`src/rtl/uart_imem_loader_gen2.sv`:
```
`default_nettype none
// ============================================================================
// Module   : uart_imem_loader_gen2
// Purpose  : Packs the UART RX byte stream into DATA_W-bit words and writes
//            them to consecutive instruction-memory addresses. The load ends
//            on END_MARKER, which raises write_done to release the core.
//            It also provides:
//              - selectable byte order;
//              - inter-byte timeout resync;
//              - BREAK abort;
//              - overflow detection;
//              - in-field reload.
// Ports    : clk, rst            - clock, asynchronous active-high reset
//            rx_valid_i/rx_data_i - one strobe per received byte
//            rx_break_i          - UART BREAK, discards a partial word
//            reload_i            - restart loading from address 0
//            mem_we_o/mem_addr_o/mem_wdata_o - instruction-memory write port
//            write_done_o        - load complete (held until reload/rst)
//            busy_o              - partial word buffered
//            word_count_o        - words written in the current load
//            err_overflow_o      - sticky: word arrived with memory full
//            err_timeout_o       - sticky: partial word discarded
// Revision : 1.0  initial release
// ============================================================================
module uart_imem_loader_gen2 #(
  parameter int unsigned       DATA_W      = 32,
  parameter int unsigned       ADDR_W      = 10,
  parameter int unsigned       DEPTH       = 1024,
  parameter logic [DATA_W-1:0] END_MARKER  = '1,
  parameter bit                BIG_ENDIAN  = 1'b0,
  parameter int unsigned       TIMEOUT_CYC = 1000000
) (
  input  logic              clk,
  input  logic              rst,
  input  logic              rx_valid_i,
  input  logic [7:0]        rx_data_i,
  input  logic              rx_break_i,
  input  logic              reload_i,
  output logic              mem_we_o,
  output logic [ADDR_W-1:0] mem_addr_o,
  output logic [DATA_W-1:0] mem_wdata_o,
  output logic              write_done_o,
  output logic              busy_o,
  output logic [ADDR_W:0]   word_count_o,
  output logic              err_overflow_o,
  output logic              err_timeout_o
);

  localparam int unsigned      NBYTES   = DATA_W / 8;
  localparam int unsigned      IDX_W    = (NBYTES > 1) ? $clog2(NBYTES) : 1;
  localparam int unsigned      TO_W     = (TIMEOUT_CYC > 1) ? $clog2(TIMEOUT_CYC) : 1;
  localparam logic [IDX_W-1:0] LAST_IDX = IDX_W'(NBYTES - 1);
  localparam logic [ADDR_W:0]  DEPTH_W  = (ADDR_W + 1)'(DEPTH);
  localparam logic [TO_W-1:0]  TO_LAST  = TO_W'((TIMEOUT_CYC > 0) ? (TIMEOUT_CYC - 1) : 0);

  typedef enum logic [1:0] {
    ST_COLLECT = 2'd0,
    ST_WRITE   = 2'd1,
    ST_DONE    = 2'd2,
    ST_OVF     = 2'd3
  } state_t;

  state_t             state_q;
  logic [IDX_W-1:0]   byte_idx_q;
  logic [DATA_W-1:0]  asm_q;       // partial word being assembled
  logic [DATA_W-1:0]  word_q;      // completed word awaiting evaluation
  logic               word_full_q;
  logic [TO_W-1:0]    idle_q;
  logic               mem_we_q;
  logic [DATA_W-1:0]  mem_wdata_q;
  logic [ADDR_W:0]    word_count_q;
  logic               done_q;
  logic               err_ovf_q;
  logic               err_to_q;

  logic [IDX_W-1:0]   lane;
  logic [DATA_W-1:0]  asm_d;
  logic               busy;
  logic               timeout_hit;

  always_comb begin
    busy        = (byte_idx_q != '0);
    lane        = BIG_ENDIAN ? (LAST_IDX - byte_idx_q) : byte_idx_q;
    asm_d       = asm_q;
    asm_d[{lane, 3'b000} +: 8] = rx_data_i;
    // idle_q counts completed idle cycles, so the match on TIMEOUT_CYC-1
    // fires on the TIMEOUT_CYC-th idle clock.
    timeout_hit = (TIMEOUT_CYC != 0) && busy && !rx_valid_i && (idle_q == TO_LAST);
  end

  always_ff @(posedge clk or posedge rst) begin
    if (rst) begin
      state_q      <= ST_COLLECT;
      byte_idx_q   <= '0;
      asm_q        <= '0;
      word_q       <= '0;
      word_full_q  <= 1'b0;
      idle_q       <= '0;
      mem_we_q     <= 1'b0;
      mem_wdata_q  <= '0;
      word_count_q <= '0;
      done_q       <= 1'b0;
      err_ovf_q    <= 1'b0;
      err_to_q     <= 1'b0;
    end else if (reload_i) begin
      // Reload outranks every other event this cycle; a coincident byte is lost.
      state_q      <= ST_COLLECT;
      byte_idx_q   <= '0;
      asm_q        <= '0;
      word_full_q  <= 1'b0;
      idle_q       <= '0;
      mem_we_q     <= 1'b0;
      word_count_q <= '0;
      done_q       <= 1'b0;
      err_ovf_q    <= 1'b0;
      err_to_q     <= 1'b0;
    end else begin
      mem_we_q <= 1'b0;

      // Word evaluation / write sequencing.
      case (state_q)
        ST_COLLECT: begin
          if (word_full_q) begin
            word_full_q <= 1'b0;
            if (word_q == END_MARKER) begin
              state_q <= ST_DONE;
              done_q  <= 1'b1;
            end else if (word_count_q < DEPTH_W) begin
              state_q     <= ST_WRITE;
              mem_we_q    <= 1'b1;
              mem_wdata_q <= word_q;
            end else begin
              state_q   <= ST_OVF;
              err_ovf_q <= 1'b1;
            end
          end
        end
        ST_WRITE: begin
          state_q      <= ST_COLLECT;
          word_count_q <= word_count_q + 1'b1;
        end
        default: ;
      endcase

      // Byte intake keeps running during WRITE so the next word can start;
      // it is placed after the evaluation so a newly completed word wins.
      if (state_q == ST_COLLECT || state_q == ST_WRITE) begin
        if (rx_break_i) begin
          byte_idx_q <= '0;
          asm_q      <= '0;
          idle_q     <= '0;
          err_to_q   <= 1'b1;
        end else if (rx_valid_i) begin
          idle_q <= '0;
          if (byte_idx_q == LAST_IDX) begin
            word_q      <= asm_d;
            word_full_q <= 1'b1;
            byte_idx_q  <= '0;
            asm_q       <= '0;
          end else begin
            asm_q      <= asm_d;
            byte_idx_q <= byte_idx_q + 1'b1;
          end
        end else if (timeout_hit) begin
          byte_idx_q <= '0;
          asm_q      <= '0;
          idle_q     <= '0;
          err_to_q   <= 1'b1;
        end else if (busy) begin
          idle_q <= idle_q + 1'b1;
        end
      end
    end
  end

  // The write address is the count of words already written.
  assign mem_we_o       = mem_we_q;
  assign mem_addr_o     = word_count_q[ADDR_W-1:0];
  assign mem_wdata_o    = mem_wdata_q;
  assign write_done_o   = done_q;
  assign busy_o         = busy;
  assign word_count_o   = word_count_q;
  assign err_overflow_o = err_ovf_q;
  assign err_timeout_o  = err_to_q;

endmodule
`default_nettype wire

```
`config.mk`:
```
export PLATFORM = sky130hd
export DESIGN_NAME = uart_imem_loader_gen2
export DESIGN_NICKNAME = d
export VERILOG_FILES = /design/src/rtl/uart_imem_loader_gen2.sv
export SDC_FILE = /design/constraint.sdc
export NUM_CORES = 1
export LEC_CHECK = 0
export ABC_CLOCK_PERIOD_IN_PS = 4800
export CAP_MARGIN = 20
export CORE_MARGIN = 2
export CORE_UTILIZATION = 35
export CTS_BUF_LIST = sky130_fd_sc_hd__clkbuf_8
export CTS_CLUSTER_DIAMETER = 30
export DETAILED_ROUTE_END_ITERATION = 8
export PLACE_DENSITY = 0.54
export SLEW_MARGIN = 15
export SYNTH_ARGS = -nofsm -noshare
export SYNTH_HDL_FRONTEND = slang
export SYNTH_SLANG_ARGS = --single-unit
```
`constraint.sdc`:
```
create_clock -name clk -period 4.8 [get_ports clk]
set_input_delay 0.96 -clock clk [delete_from_list [all_inputs] [get_ports clk]]
set_output_delay 0.96 -clock clk [all_outputs]
set_load 0.1 [all_outputs]
```
## Word level (Yosys, flattened, before mapping)

Index checks and enable logic that the tools add are counted.

| storage, ports and cells | value |
|---|---|
| bits of input ports | 13 |
| register bits after elaboration | 136 |
| bits in writable memories | 0 |
| memories | 0 |
| bits in latches | 0 |
| output and inout port bits | 58 |
| ROM bits | 0 |
| word-level logic and storage cells | 104 |

| operators by class | value |
|---|---|
| mux-type cells | 51 |
| $lt $le $gt $ge | 1 |
| bitwise logic cells | 3 |
| reductions and logical operators | 23 |
| equal/unequal tests | 8 |
| divide/modulo/power cells | 0 |
| add/sub/neg operators | 4 |
| shift operators | 2 |
| multiply operators | 0 |

Operator list:

| kind | count |
|---|---|
| $mux W32 | 6 |
| $mux W20 | 6 |
| $bwmux W32 | 1 |
| $eq A32 B32 Y1 const B | 1 |
| $shift A8 B7 Y32 const A | 1 |
| $shiftx A8 B7 Y32 | 1 |
| $mux W1 | 25 |
| $mux W11 | 2 |
| $add A20 B1 Y20 const B | 1 |
| $eq A20 B20 Y1 const B | 1 |
| $mux W2 | 10 |
| $reduce_bool A2 Y1 | 6 |
| $add A11 B1 Y11 const B | 1 |
| $lt A11 B11 Y1 const B | 1 |
| $reduce_and A5 Y1 | 2 |
| $neg A5 Y7 | 1 |
| $reduce_and A2 Y1 | 3 |
| $reduce_and A3 Y1 | 2 |
| $reduce_bool A3 Y1 | 2 |
| $reduce_bool A5 Y1 | 1 |
| $ne A2 B2 Y1 const B | 2 |
| $pmux W2 S2 | 1 |
| $reduce_and A4 Y1 | 1 |
| $reduce_bool A4 Y1 | 1 |
| 10 further kinds | 13 |

## Depth between registers and ports, before layout

Gate-level depths: netlist (run 1).

| logic depth | value |
|---|---|
| word-level depth | 8 |
| gate-level depth with buffers | 8 |
| mapped depth without buffers | 7 |

## Least setup slack after synthesis (run 1)

Ideal clock, no wire load.

| path | value |
|---|---|
| kind | register to output |
| start | register byte_idx_q[0] |
| end | output busy_o |
| data required time | 3.840 ns |
| arrival time | 1.922 ns |
| buffers on the path | 1 |
| path slack | 1.918 ns |
| cell stages (with the launch flop) | 5 |
| path through | dfrtp_1 > inv_1 > ha_1 > inv_1 > buf_1 |

| on the way | value |
|---|---|
| cells in the longest elaborated chain, start to end | 1 |

Ends and longest elaborated chain:

| what | line | text |
|---|---|---|
| start, declared | 64 | `logic [IDX_W-1:0] byte_idx_q;` |
| start signal, assigned | 162 | `byte_idx_q <= byte_idx_q + 1'b1;` |
| $reduce_bool A2 Y1 | 82 | `busy = (byte_idx_q != '0);` |
| end, declared | 43 | `output logic busy_o,` |

Every way passes these cells.

## Worst setup path in the final report (run 1)

Same ends and word-level chain as after synthesis.

==> results by group, run 1 <==
Pwr
  – Maximum vdd ir drop: 147 uV
  – PwrDens: 296 nW/um^2
  – Leak: 3.10 nW

Layout
  – Ant diodes: 0
  – Nets: 637
  – Share of cells above drive strength 1: 13.7%
  – Filler Cells Inserted: 1609
  – Layout area overhead: 21.7%

Synth
  – Synth Area per Inst: 10.6 sq um
  – Cell accounting for the most synthesized area: dfrtp_1
  – Synth Area in XOR/XNOR: 1.62%
  – Synth cell count leaders: dfrtp_1, nand2_1, o21ai_0
  – Syn Nets: 577
  – Compound-Gate Fraction of Synth Area: 15.3%
  – Register area share after synthesis: 54.0%
  – Ys flop type: dfrtp_1
  – Top cell type's share of synthesized area: 54.0%
  – Dominant cells by area after synthesis: dfrtp_1, mux2_2, o21ai_0
  – Post-synth EDFFs: 0
  – Yosys cell types: 51
  – Seq cells post-synth: 128
  – Largest family of logic cells by synthesized area: simple AND/OR/NAND/NOR gates
  – Async SR Flop Fraction: 100%
  – Syn Inst Count: 557
  – Cell with the most instances after synthesis: dfrtp_1
  – Post-Syn Area: 5930 sq um
  – Yosys synthesis warning count: 0
  – Mux contribution to synthesized area: 6.44%
  – Synth Area in Adders: 1.48%
  – Post-Synth Simple-Gate Area: 17.4%

Global route
  – Met1 usage: 22.2%
  – GRT busiest layer: met2
  – Total gr overflow: 0
  – Largest net degree at the start of global routing: 83
  – GRT met2 Usage: 23.9%
  – Vias in the first global route: 4260
  – First-pass GRT wire length: 22200 microns
  – Overall global routing resource usage: 15.7%
  – Grt met3 use: 4.27%
  – Initial antenna violation count: 0

STA
  – Hold WS: 486 ps
  – Setup TNS Final: 0 ps
  – Clock skew: 10.2 ps
  – Fmax: 261 MHz
  – Final Max Tran Viols: 0
  – Final worst-path cycle share: 79.9%
  – RSZ-0062 raised after global routing: false
  – Tmin final: 3830 ps
  – Final Hold Fails: 0
  – Slew margin rel.: 32.2%
  – Worst-Margin Slew: 1020 ps
  – Final setup fails: 0

Clock network
  – Clock buffer depth: 2
  – CTS Root Cell: clkbuf_8
  – Clk slew on worst S/H paths: 80 ps
  – CTS Hold Buffers Added: 0
  – Resize count post-CTS: 0
  – Setup bufs post-CTS: 0
  – CTS tree: yes
  – H-tree depth: 4
  – Clock Latency Late Sink: 450 ps
  – Clk sink count: 128
  – CTS buffer count: 17

Run status
  – Status: finished clean

Critical path
  – CP max-delay cell: clkdlybuf4s50_1
  – Startpoint Class: flip-flop
  – Crit. End Element: primary output
  – Critical path class: reg2out
  – CP Data Required Time: 3840 ps
  – Most used cell, CP: inv_1
  – Crit-path max FO: 13
  – Arrival time at the worst endpoint: 2870 ps
  – CP Cell Sequence: inv_1 > ha_1 > inv_1 > clkdlybuf4s50_1
  – CP peak stage delay: 1150 ps

Route
  – Final WL: 13600 microns
  – Total vias in the final route: 4372
  – Routed Antenna Nets: 0
  – Vias/cell: 5.15
  – DRC: 0
  – Starting DRT DRC Count: 253
  – WL/cell: 16.0 microns
  – Router iterations before antenna repair: 5

Floorplanning
  – Core ar.: 16600 sq um
  – Die width: 134 microns
  – Boundary pin count: 71
  – Die area: 18000 sq um
  – Rows: 47
  – Initial core utilization: 35.8%
  – Die Ht: 134 microns

Placement
  – Final HPWL DP: 9290 microns
  – Routability cong.: 0.810
  – Port Buffer Count: 70

Worst hold path
  – Worst min-delay path category: reg2reg

Run
  – Max-Cap Viols: 0
cell type report:
class / instances / area, sq um / share of cell area, %
clock buffer: 20 / 275 / 3.81
clock inverter: 11 / 130 / 1.80
inverter: 10 / 42.5 / 0.589
multi-input combinational: 383 / 2510 / 34.8
sequential: 128 / 3200 / 44.4
tap: 220 / 275 / 3.81
timing repair buffer: 77 / 778 / 10.8
layer usage:
metal | wire length (microns) | share of wire [%]
met1 | 6660 | 49
met2 | 6150 | 45
met3 | 573 | 4.2
met4 | 185 | 1.4
met5 | 0 | 0
flip-flops by register name, indices dropped and copies added, names as in the netlist:
register        cells
word_q             32
byte_idx_q          2
mem_we_o            1
err_overflow_o      1
write_done_o        1
word_count_o       11
err_timeout_o       1
mem_wdata_o        32
word_full_q         1
state_q             2
idle_q             20
asm_q              24
worst max-delay path: cells and delay by family, from the launching register on:
kind	cells	cell delay, ps
adders and majority gates	1	420
buffers and inverters	3	1500
DFF	1	490
stage by stage:
stage               cells  total power, mW  instance area, sq um  setup slack (ps)  utilization [%]
detailed placement    818             1.21                  6810              1420             41.1
CTS                   849             2.16                  7220               961             43.5
finish                849             2.13                  7220               967             43.5
global placement      818             1.21                  6810              1500             41.1
global route          849             2.22                  7220               811             43.5
floorplan             557             1.17                  5930               427                -
path summary, 6_finish.rpt:
path	start	end	slack, ps	cells past startpoint
setup / recovery	byte_idx_q[0]	busy_o	970	4
hold / removal	asm_q[17]	asm_q[17]	490	1
setup reg to reg	byte_idx_q[0]	asm_q[4]	1760	7
hold reg to reg	asm_q[17]	asm_q[17]	490	1
max in group asynchronous	rst	word_q[31]	3080	3
min in group asynchronous	rst	asm_q[13]	1020	2
cell families after synthesis:
| family | count (synthesis) |
|---|---|
| xor+xnor | 11 |
| mux | 34 |
| compound gates | 140 |
| flops | 128 |
| buf+inv | 46 |
| simple gates | 191 |
| fa+ha+maj | 7 |
power by group:
part           leakage [nW]  switching, mW  internal (mW)
clock network         0.206          0.442          0.505
logic                  1.11         0.0748         0.0282
registers              1.79        0.00321           1.08
total                  3.10          0.520           1.61
cells in the final DEF, fill, tap and decap left out, types with 3 or more instances in the layout:
master | synthesis | layout
xor2_1 | 8 | 8
xnor2_1 | 3 | 3
a22o_1 | 19 | 19
nand3_1 | 10 | 10
or3_1 | 10 | 10
nand2_1 | 61 | 61
a32o_1 | 4 | 4
dfrtp_1 | 128 | 128
and4_1 | 5 | 5
ha_1 | 7 | 7
mux2_2 | 33 | 33
nor3_1 | 12 | 12
a221o_1 | 5 | 5
buf_4 | 11 | 5
o21ai_0 | 53 | 53
nand2b_1 | 4 | 4
nor2_1 | 24 | 24
a21o_1 | 3 | 3
clkbuf_8 | 0 | 20
nand4_1 | 19 | 19
inv_6 | 0 | 4
a21oi_1 | 33 | 33
nor4_1 | 9 | 8
clkdlybuf4s50_1 | 0 | 70
and2_1 | 3 | 3
a22oi_1 | 8 | 8
inv_1 | 10 | 9
and3_1 | 3 | 3
nor2b_1 | 21 | 21
clkinv_4 | 0 | 3
Note: power is estimated with default switching activity, not from simulation.
==> run 2, diff against run 1 <==
- ABC_CLOCK_PERIOD_IN_PS: 4800 -> 3300
- PLACE_DENSITY: 0.54 -> 0.56
- clock period: 4.8 -> 3.3 ns (I/O delays scaled with it)
==> run 2 against run 1 <==
  * Via count increased by 1.4%
  * Sequential share of layout area grew 1.0 points
  * Setup slack worse by 670 ps
  * Critical path type unchanged
  * Critical endpoint unchanged
  * Largest cell class unchanged
  * Largest power group unchanged
==> results by group, run 2 (synthesis results as in run 1) <==
Placement
  – Routability cong.: 0.804 (-0.72%)
  – Final HPWL DP: 9430 microns (+1.5%)
  – Port Buffer Count: 70 (unchanged)
  – Placement Setup Slack: 229 ps (-1190 ps)

Layout
  – Share of cells above drive strength 1: 23.2% (+9.6 points)
  – Most frequent cells in the layout: dfrtp_1, buf_4, nand2_1
  – Layout area overhead: 18.9%
  – Nets: 641 (+0.63%)
  – Ant diodes: 0 (unchanged)
  – Commonest non-fill, non-tap cell in the layout: dfrtp_1

Floorplanning
  – Boundary pin count: 71 (unchanged)
  – Rows: 47 (unchanged)
  – Die width: 134 microns (unchanged)
  – Initial core utilization: 35.8% (unchanged)
  – Die area: 18000 sq um (unchanged)
  – Die Ht: 134 microns (unchanged)
  – Core ar.: 16600 sq um (unchanged)

STA
  – Fmax: 332 MHz
  – Setup TNS Final: 0 ps (unchanged)
  – Final setup fails: 0 (unchanged)
  – Slew margin rel.: 31.5% (-0.77 points)
  – Clock skew: 8.97 ps (-1.27 ps)
  – RSZ-0062 raised after global routing: false
  – Worst-Margin Slew: 1020 ps (+3.71 ps)
  – Final worst-path cycle share: 91.1%
  – Tmin final: 3010 ps
  – Final Hold Fails: 0 (unchanged)
  – Worst Setup Slack, final: 292 ps (-674 ps)
  – Final Max Tran Viols: 0 (unchanged)

Critical path
  – CP peak stage delay: 500 ps (-650 ps)
  – Crit. End Element: primary output
  – Most used cell, CP: inv_1
  – CP Cell Sequence: inv_1 > ha_1 > inv_1 > buf_4
  – Top Family by Delay on Critical Path: buffers and inverters
  – Startpoint Class: flip-flop
  – Critical path class: reg2out
  – Buffer and inverter count on the worst path: 3 (unchanged)
  – CP Data Required Time: 2640 ps (-1200 ps)
  – CP max-delay cell: inv_1
  – Crit-path max FO: 13 (unchanged)
  – Arrival time at the worst endpoint: 2350 ps (-520 ps)

Global route
  – Largest net degree at the start of global routing: 67 (-19%)
  – Total gr overflow: 0 (unchanged)
  – Overall global routing resource usage: 15.7% (+0.063 points)
  – First-pass GRT wire length: 22500 microns (+1.1%)
  – Initial antenna violation count: 0 (unchanged)
  – Vias in the first global route: 4458 (+4.6%)

Clock network
  – Resize count post-CTS: 0 (unchanged)
  – Clock buffer depth: 2 (unchanged)
  – Clk sink count: 128 (unchanged)
  – CTS tree: yes
  – CTS Hold Buffers Added: 0 (unchanged)
  – H-tree depth: 4 (unchanged)
  – Clock Latency Late Sink: 440 ps (about the same)
  – Setup bufs post-CTS: 0 (unchanged)
  – CTS buffer count: 17 (unchanged)
  – CTS Root Cell: clkbuf_8
  – Clk slew on worst S/H paths: 70 ps (about the same)

Pwr
  – Power share of the combinational group: 5.2% (+0.4 points)
  – Internal power: 2.24 mW (+39%)
  – PwrDens: 418 nW/um^2 (+41%)
  – Sw frac: 24.1% (-0.28 points)
  – Leak: 3.22 nW (+3.8%)
  – Clock Power Share: 41.2% (-3.2 points)
  – Maximum vdd ir drop: 206 uV (+40%)
  – Switching power: 0.710 mW (+37%)
  – Sequential Power Share: 53.5% (+2.7 points)

Route
  – Routed Antenna Nets: 0 (unchanged)
  – WL/cell: 15.7 microns (-1.6%)
  – Router iterations before antenna repair: 4 (-1)
  – DRC: 0 (unchanged)
  – Total vias in the final route: 4433 (+1.4%)
  – Final WL: 13400 microns (-1.1%)
  – Starting DRT DRC Count: 207 (-18%)
  – Vias/cell: 5.20 (+0.92%)

Run
  – Max-Cap Viols: 0 (unchanged)

Worst hold path
  – Worst min-delay path category: reg2reg

Run status
  – Status: finished clean
run 2: path summary, 6_finish.rpt:
kind	start	to	slack [ps]	cells past startpoint
worst max-delay path	byte_idx_q[0]	busy_o	290	4
max in group asynchronous	rst	mem_wdata_o[17]	2220	3
min in group asynchronous	rst	word_q[19]	780	3
worst max register to register	byte_idx_q[0]	asm_q[4]	670	7
worst min register to register	asm_q[16]	asm_q[16]	490	1
worst min-delay path	asm_q[16]	asm_q[16]	490	1
run 2: cell type report:
type	instances	area, sq um
tap	220	275
clock buffer	19	262
inverter	10	41.3
multi-input combinational	383	2510
fill	1616	9530
clock inverter	12	93.8
timing repair buffer	81	663
sequential	128	3200
run 2: power by group through the flow:
stage                     registers [mW]  clock network, mW  logic [mW]
after floorplan                     1.61                  0      0.0826
after global placement              1.61                  0       0.154
after detailed placement            1.61                  0       0.157
after CTS                           1.58               1.25       0.157
after global routing                1.58               1.33       0.172
final                               1.58               1.22       0.154
run 2: metal layers:
metal / up-vias / part of all wire (%) / global-route usage (%)
met5: - / 0 / 0
met4: 0 / 1.6 / 5.15
met3: 17 / 4.3 / 3.97
met2: 112 / 46 / 24.7
met1: 2161 / 48 / 21.4
li1: 2143 / - / -
run 2: per-stage QoR:
stage               cells  hold slack, ps  instance area, sq um  util, %  power, mW
floorplan             557             458                  5930        -       1.70
global placement      822             469                  6700     40.4       1.76
detailed placement    822             474                  6700     40.4       1.77
CTS                   853             491                  7050     42.5       2.99
global route          853             498                  7050     42.5       3.08
finish                853             488                  7050     42.5       2.95
run 2: worst reg2reg max path, cell delays in order, from the launching register on:
cell	delay (ps)
dfrtp_1	460
inv_1	170
ha_1	490
inv_1	410
nor4b_2	320
buf_4	210
and2_1	320
a22o_1	200
==> run 3, diff against run 2 <==
- CAP_MARGIN: 20 -> unset
==> results of run 3 <==
Final layout, timing and power as in run 2 (identical DEF).
==> edit 1, RTL diff (config.mk and constraints of run 3) <==
Put a register stage on the outputs `mem_addr_o` and `busy_o`, with the module's reset. The values now appear one clock later. The other outputs are not delayed to match.
--- a/src/rtl/uart_imem_loader_gen2.sv
+++ b/src/rtl/uart_imem_loader_gen2.sv
@@ -177,6 +177,13 @@
   assign mem_we_o       = mem_we_q;
-  assign mem_addr_o     = word_count_q[ADDR_W-1:0];
   assign mem_wdata_o    = mem_wdata_q;
   assign write_done_o   = done_q;
-  assign busy_o         = busy;
+  always_ff @(posedge clk or posedge rst) begin
+    if (rst) begin
+      mem_addr_o <= '0;
+      busy_o     <= '0;
+    end else begin
+      mem_addr_o <= word_count_q[ADDR_W-1:0];
+      busy_o     <= busy;
+    end
+  end
   assign word_count_o   = word_count_q;
Formal check against the unedited RTL: not equivalent (Yosys sat finds a counterexample within 4 cycles, from zero or initial values and one cycle with rst high).
==> edit 1 against run 3 <==
  * Synthesized cell count increased by 2.0%
  * Critical endpoint is now asm_q[17]
  * Final cell count up 3.4%
  * Power increased by 13%
  * Setup slack gained 0.22 ns
  * Sequential cell count up 11
  * Hold slack worse by 0.035 ns
  * Largest cell class unchanged
  * Final area rose by 5.8%
  * Critical path type is now reg -> reg
  * Sequential share of layout area is 1.2 points higher
  * Routed wire length rose by 4.9%
  * Area after synthesis up 3.6%
==> edit 1: results (changes against run 3) <==
Area contributors post-synth dfrtp_1 57%, mux2_2 5.9%, o21ai_0 4.5%, nand2_1 3.5%, a22o_1 3.4%; post-synthesis mux area share 0.0603 (-0.00405); Hold Path Stages 0 (-1); ratio of cells with drive above 1 in the final layout 0.230 (-0.00239); CP max FO 20 (+7); post-synth net total 588 (+1.9%); worst skew pair latency 0.44 ns (about the same); maximum vdd drop 0.000289 V (+41%); Synth Area in Compound Gates 0.154 (+0.00146); first-pass GRT wire length 22,900 µm (+1.9%); Routed WL 14,100 µm (+4.9%); top cells by count, synth 139 x dfrtp_1, 58 x nand2_1, 55 x o21ai_0; Pre-antenna DRT Iters 5 (+1); Hold Path End mem_addr_o[6]; largest net degree at the start of global routing 66 (-1.5%); Routability Congestion 0.803 (about the same); Critical Path AT 3.12 ns (+0.77 ns); outcome finished clean; DP Area 0.00703 mm² (+5.0%); Synth Area in XOR/XNOR 0.0143 (-0.00199); met2 usage 0.253 (+0.00590); adder-cell share of the synthesized area 0.0143 (-0.000509); Yosys top cell area share 0.566 (+0.0262); relative max-transition margin 0.375 (+0.0606); fin nets 664 (+3.6%); clock skew 0.00943 ns (+0.000460 ns); min-delay src word_count_o[6]; Seq/Total Area, Yosys 0.566 (+0.0262); leak pwr 3.44 nW (+6.8%); slack of the worst reg-to-reg path 0.51 ns (-0.16 ns); All-Layer GR Usage 0.159 (+0.00207); vias in the first global route 4,394 (-1.4%); DRT iter0 DRCs 319 (+54%); vias per std cell 5.08 (-2.2%); Int Pwr 2.52 mW (+12%); grt met1 use 0.216 (+0.00187); Distinct cells, synth 48 (-5.9%)
## edit 1: changes by cell type in the layout (fill, tap and decap cells not counted), moves of 5 or more
cell / before / now
dfrtp_1: 128 / 139
or3_1: 10 / 3
buf_4: 67 / 73
nor3_1: 12 / 6
a221o_1: 5 / 0
a22o_1: 19 / 24
clkinv_2: 7 / 2
o21ai_1: 2 / 7
## edit 1: routing by layer
| metal | share of wire | vias to the layer above |
|---|---|---|
| met5 | 0 | - |
| met4 | 0.0097 | 0 |
| met3 | 0.039 | 9 |
| met2 | 0.47 | 88 |
| met1 | 0.48 | 2190 |
| li1 | - | 2195 |
## edit 1: worst max-delay path by stage
stage,slack [ns],to,depth (start not counted),from
floorplan,0.90,asm_q[0],1,rst
global placement,0.45,idle_q[5],6,rx_valid_i
CTS,0.51,asm_q[17],7,byte_idx_q[0]
detailed placement,0.39,asm_q[17],6,rx_valid_i
finish,0.51,asm_q[17],7,byte_idx_q[0]
global route,0.29,asm_q[16],7,byte_idx_q[0]
## edit 1: cell families after synthesis
kind of cell / count (synthesis)
multiplexers: 33
flip-flops: 139
AND/OR/NAND/NOR: 186
AO/OA/AOI/OAI: 148
adder cells (fa/ha/maj): 7
XOR/XNOR: 10
buffers and inverters: 45
## edit 1: area by class of cell
| type | instances | area, µm² |
|---|---|---|
| fillers | 1634 | 9780 |
| flip-flops and latches | 139 | 3480 |
| multi-input cells | 384 | 2490 |
| repair buffers | 88 | 728 |
| well taps | 225 | 282 |
| clock buffers | 17 | 234 |
| clock inverters | 15 | 191 |
| inverters | 14 | 56.3 |
## edit 1: power by group through the flow
| stage | Sequential [mW] | Combinational, mW | Clock, mW |
|---|---|---|---|
| 2_1_floorplan | 1.76 | 0.0814 | 0 |
| 3_3_place_gp | 1.75 | 0.160 | 0 |
| 3_5_place_dp | 1.75 | 0.163 | 0 |
| 4_1_cts | 1.71 | 0.163 | 1.50 |
| 5_1_grt | 1.71 | 0.178 | 1.59 |
| 6_report | 1.71 | 0.160 | 1.46 |
## edit 1: worst max-delay path, cell delays in order, from the launching register on
cell and delay [ns]:
dfrtp_1 0.48, inv_1 0.15, ha_1 0.31, nor4b_1 0.29, and3_1 0.27, a21o_1 0.67, o211ai_1 0.25, a32o_1 0.25
## edit 1: through the flow
stage / util / total power [mW] / setup slack [ns] / cells / hold slack [ns]
5_1_grt: 0.433 / 3.48 / 0.287 / 882 / 0.475
2_1_floorplan: - / 1.84 / 0.905 / 568 / 0.458
4_1_cts: 0.433 / 3.38 / 0.508 / 882 / 0.454
3_5_place_dp: 0.408 / 1.91 / 0.394 / 850 / 0.434
6_report: 0.433 / 3.34 / 0.514 / 882 / 0.453
3_3_place_gp: 0.408 / 1.91 / 0.454 / 850 / 0.434
==> edit 2, RTL diff (flow settings as in run 3) <==
Made on the original files. Change the parameter `ADDR_W` from 10 to 9.
--- a/src/rtl/uart_imem_loader_gen2.sv
+++ b/src/rtl/uart_imem_loader_gen2.sv
@@ -26,3 +26,3 @@
   parameter int unsigned       DATA_W      = 32,
-  parameter int unsigned       ADDR_W      = 10,
+  parameter int unsigned       ADDR_W      = 9,
   parameter int unsigned       DEPTH       = 1024,
Ports: changed (resized mem_addr_o and word_count_o); port bits go from 71 to 69. The function was not compared with the original's and may differ.
==> edit 2 against run 3 <==
  * Sequential cell count is 34 lower
  * Register-to-register slack got worse by 0.02 ns
  * Count of clock-buffer cells in the layout is 8 lower
  * Area after synthesis fell by 17%
  * Synthesized cell count shrank 10%
  * Setup slack improved by 0.23 ns
  * Routed wire length shrank 17%
  * Hold slack improved by 0.0018 ns
  * Final area fell by 24%
  * Non-clock buffer count shrank 41
  * Critical path type unchanged
Power is not compared: it rests on default switching activity, and its combinational part moved more than twofold at a synthesized area within 25%.
==> edit 2: results (changes against run 3) <==
outcome finished clean; hpwl dp 7630 µm (-19%); post-synthesis mux area share 0.00204 (-0.0623); maximum vdd drop 0.000199 V; vias in the first global route 3,440 (-23%); fin nets 543 (-15%); CTS resizes 0 (unchanged); clock root buffer master clkbuf_8; CTS H-tree lvls 3 (-1); largest net degree at the start of global routing 66 (-1.5%); Area contributors post-synth dfrtp_1 48%, buf_4 6.4%, nand2_1 5.3%, a22o_1 4.3%, o21ai_0 4.2%; DRT iter0 DRCs 341 (+65%); ratio of cells with drive above 1 in the final layout 0.117 (-0.115); Syn Inst Count 501 (-10%); Max Buffers Root-to-Sink 2 (unchanged); HP Class reg -> reg; post-DR wirelength/cell 15.7 µm (-0.37%); first-pass GRT wire length 18,400 µm (-18%); Critical Path AT 2.12 ns (-0.23 ns); CP max FO 17 (+4); Top FF cell, synth dfrtp_1; adder-cell share of the synthesized area 0.0179 (+0.00308); Cells after DPL 692 (-16%); vias per std cell 5.18 (-0.26%); Synth Area in XOR/XNOR 0.0161 (-0.000181); clock skew 0.0120 ns (+0.00307 ns); Distinct cells, synth 57 (+12%); Routability Congestion 0.838 (+4.2%); Post-CTS Setup Bufs 0 (unchanged); Seq/Total Area, Yosys 0.479 (-0.0607); worst skew pair latency 0.37 ns (-0.07 ns); # fillers 1,365 (-16%); input/output buffers 35 (-50%); worst slew pin tran 0.977 ns (-0.0436 ns); Final Non-Filler Cells 708 (-17%); All-Layer GR Usage 0.158 (+0.000378); top cells by count, synth 94 x dfrtp_1, 69 x nand2_1, 42 x buf_4; leak pwr 2.33 nW; Synth Area in Compound Gates 0.171 (+0.0184); CTS Buf Count 9 (-8); Pre-antenna DRT Iters 4 (unchanged); antenna violations before repair 0 (unchanged); Clock transition at path regs 0.09 ns (+0.02 ns)
==> edit 2: final timing paths <==
kind	start	slack, ns	cells past startpoint	to
max in group asynchronous	rst	1.86	3	idle_q[11]
worst min-delay path	word_q[30]	0.49	2	word_q[30]
worst max-delay path	byte_idx_q[0]	0.52	4	busy_o
worst min register to register	word_q[30]	0.49	2	word_q[30]
worst max register to register	byte_idx_q[0]	0.65	6	asm_q[18]
min in group asynchronous	rst	0.71	2	word_count_o[4]
==> edit 2: logic make-up after synthesis <==
group	Yosys count
and+or+nand+nor	198
AOI/OAI and AO/OA	119
DFF	94
buffers and inverters	72
xor gates and xnor gates	9
adders and majority gates	7
other	1
muxes	1
==> edit 2: area by class of cell <==
cell class                 count  share of cell area
multi-input combinational    367               0.415
sequential                    94               0.437
timing repair buffer          40              0.0637
clock inverter                 5             0.00651
clock buffer                  11              0.0281
inverter                      11             0.00791
tap                          180              0.0419
==> edit 2: per-layer routing <==
| metal | track usage | routed length [µm] | vias up |
|---|---|---|---|
| met3 | 0.0195 | 327 | 15 |
| met5 | 0 | 0 | - |
| li1 | - | - | 1773 |
| met2 | 0.237 | 5100 | 85 |
| met1 | 0.225 | 5460 | 1797 |
| met4 | 0.0747 | 212 | 0 |
==> edit 2: worst max-delay path: stages, from the launching register on <==
cell and delay [ns]:
dfrtp_1 0.51, inv_1 0.16, ha_1 0.36, inv_2 0.34
buf_4 0.37
==> edit 2: per-stage QoR <==
stage / hold WS [ns] / instance area [µm²] / setup WS (ns) / power [mW]
after floorplan: 0.449 / 5030 / 0.191 / 1.71
after global placement: 0.463 / 5190 / 0.468 / 1.80
after detailed placement: 0.473 / 5190 / 0.408 / 1.80
after CTS: 0.494 / 5380 / 0.506 / 2.53
after global routing: 0.521 / 5380 / 0.396 / 2.63
final: 0.490 / 5380 / 0.519 / 2.51
==> edit 2: power breakdown <==
group          internal, mW  total (mW)  switching, mW
Combinational         0.124       0.584          0.460
Sequential             1.17        1.20         0.0248
Clock                 0.314       0.729          0.415
Total                  1.61        2.51          0.900
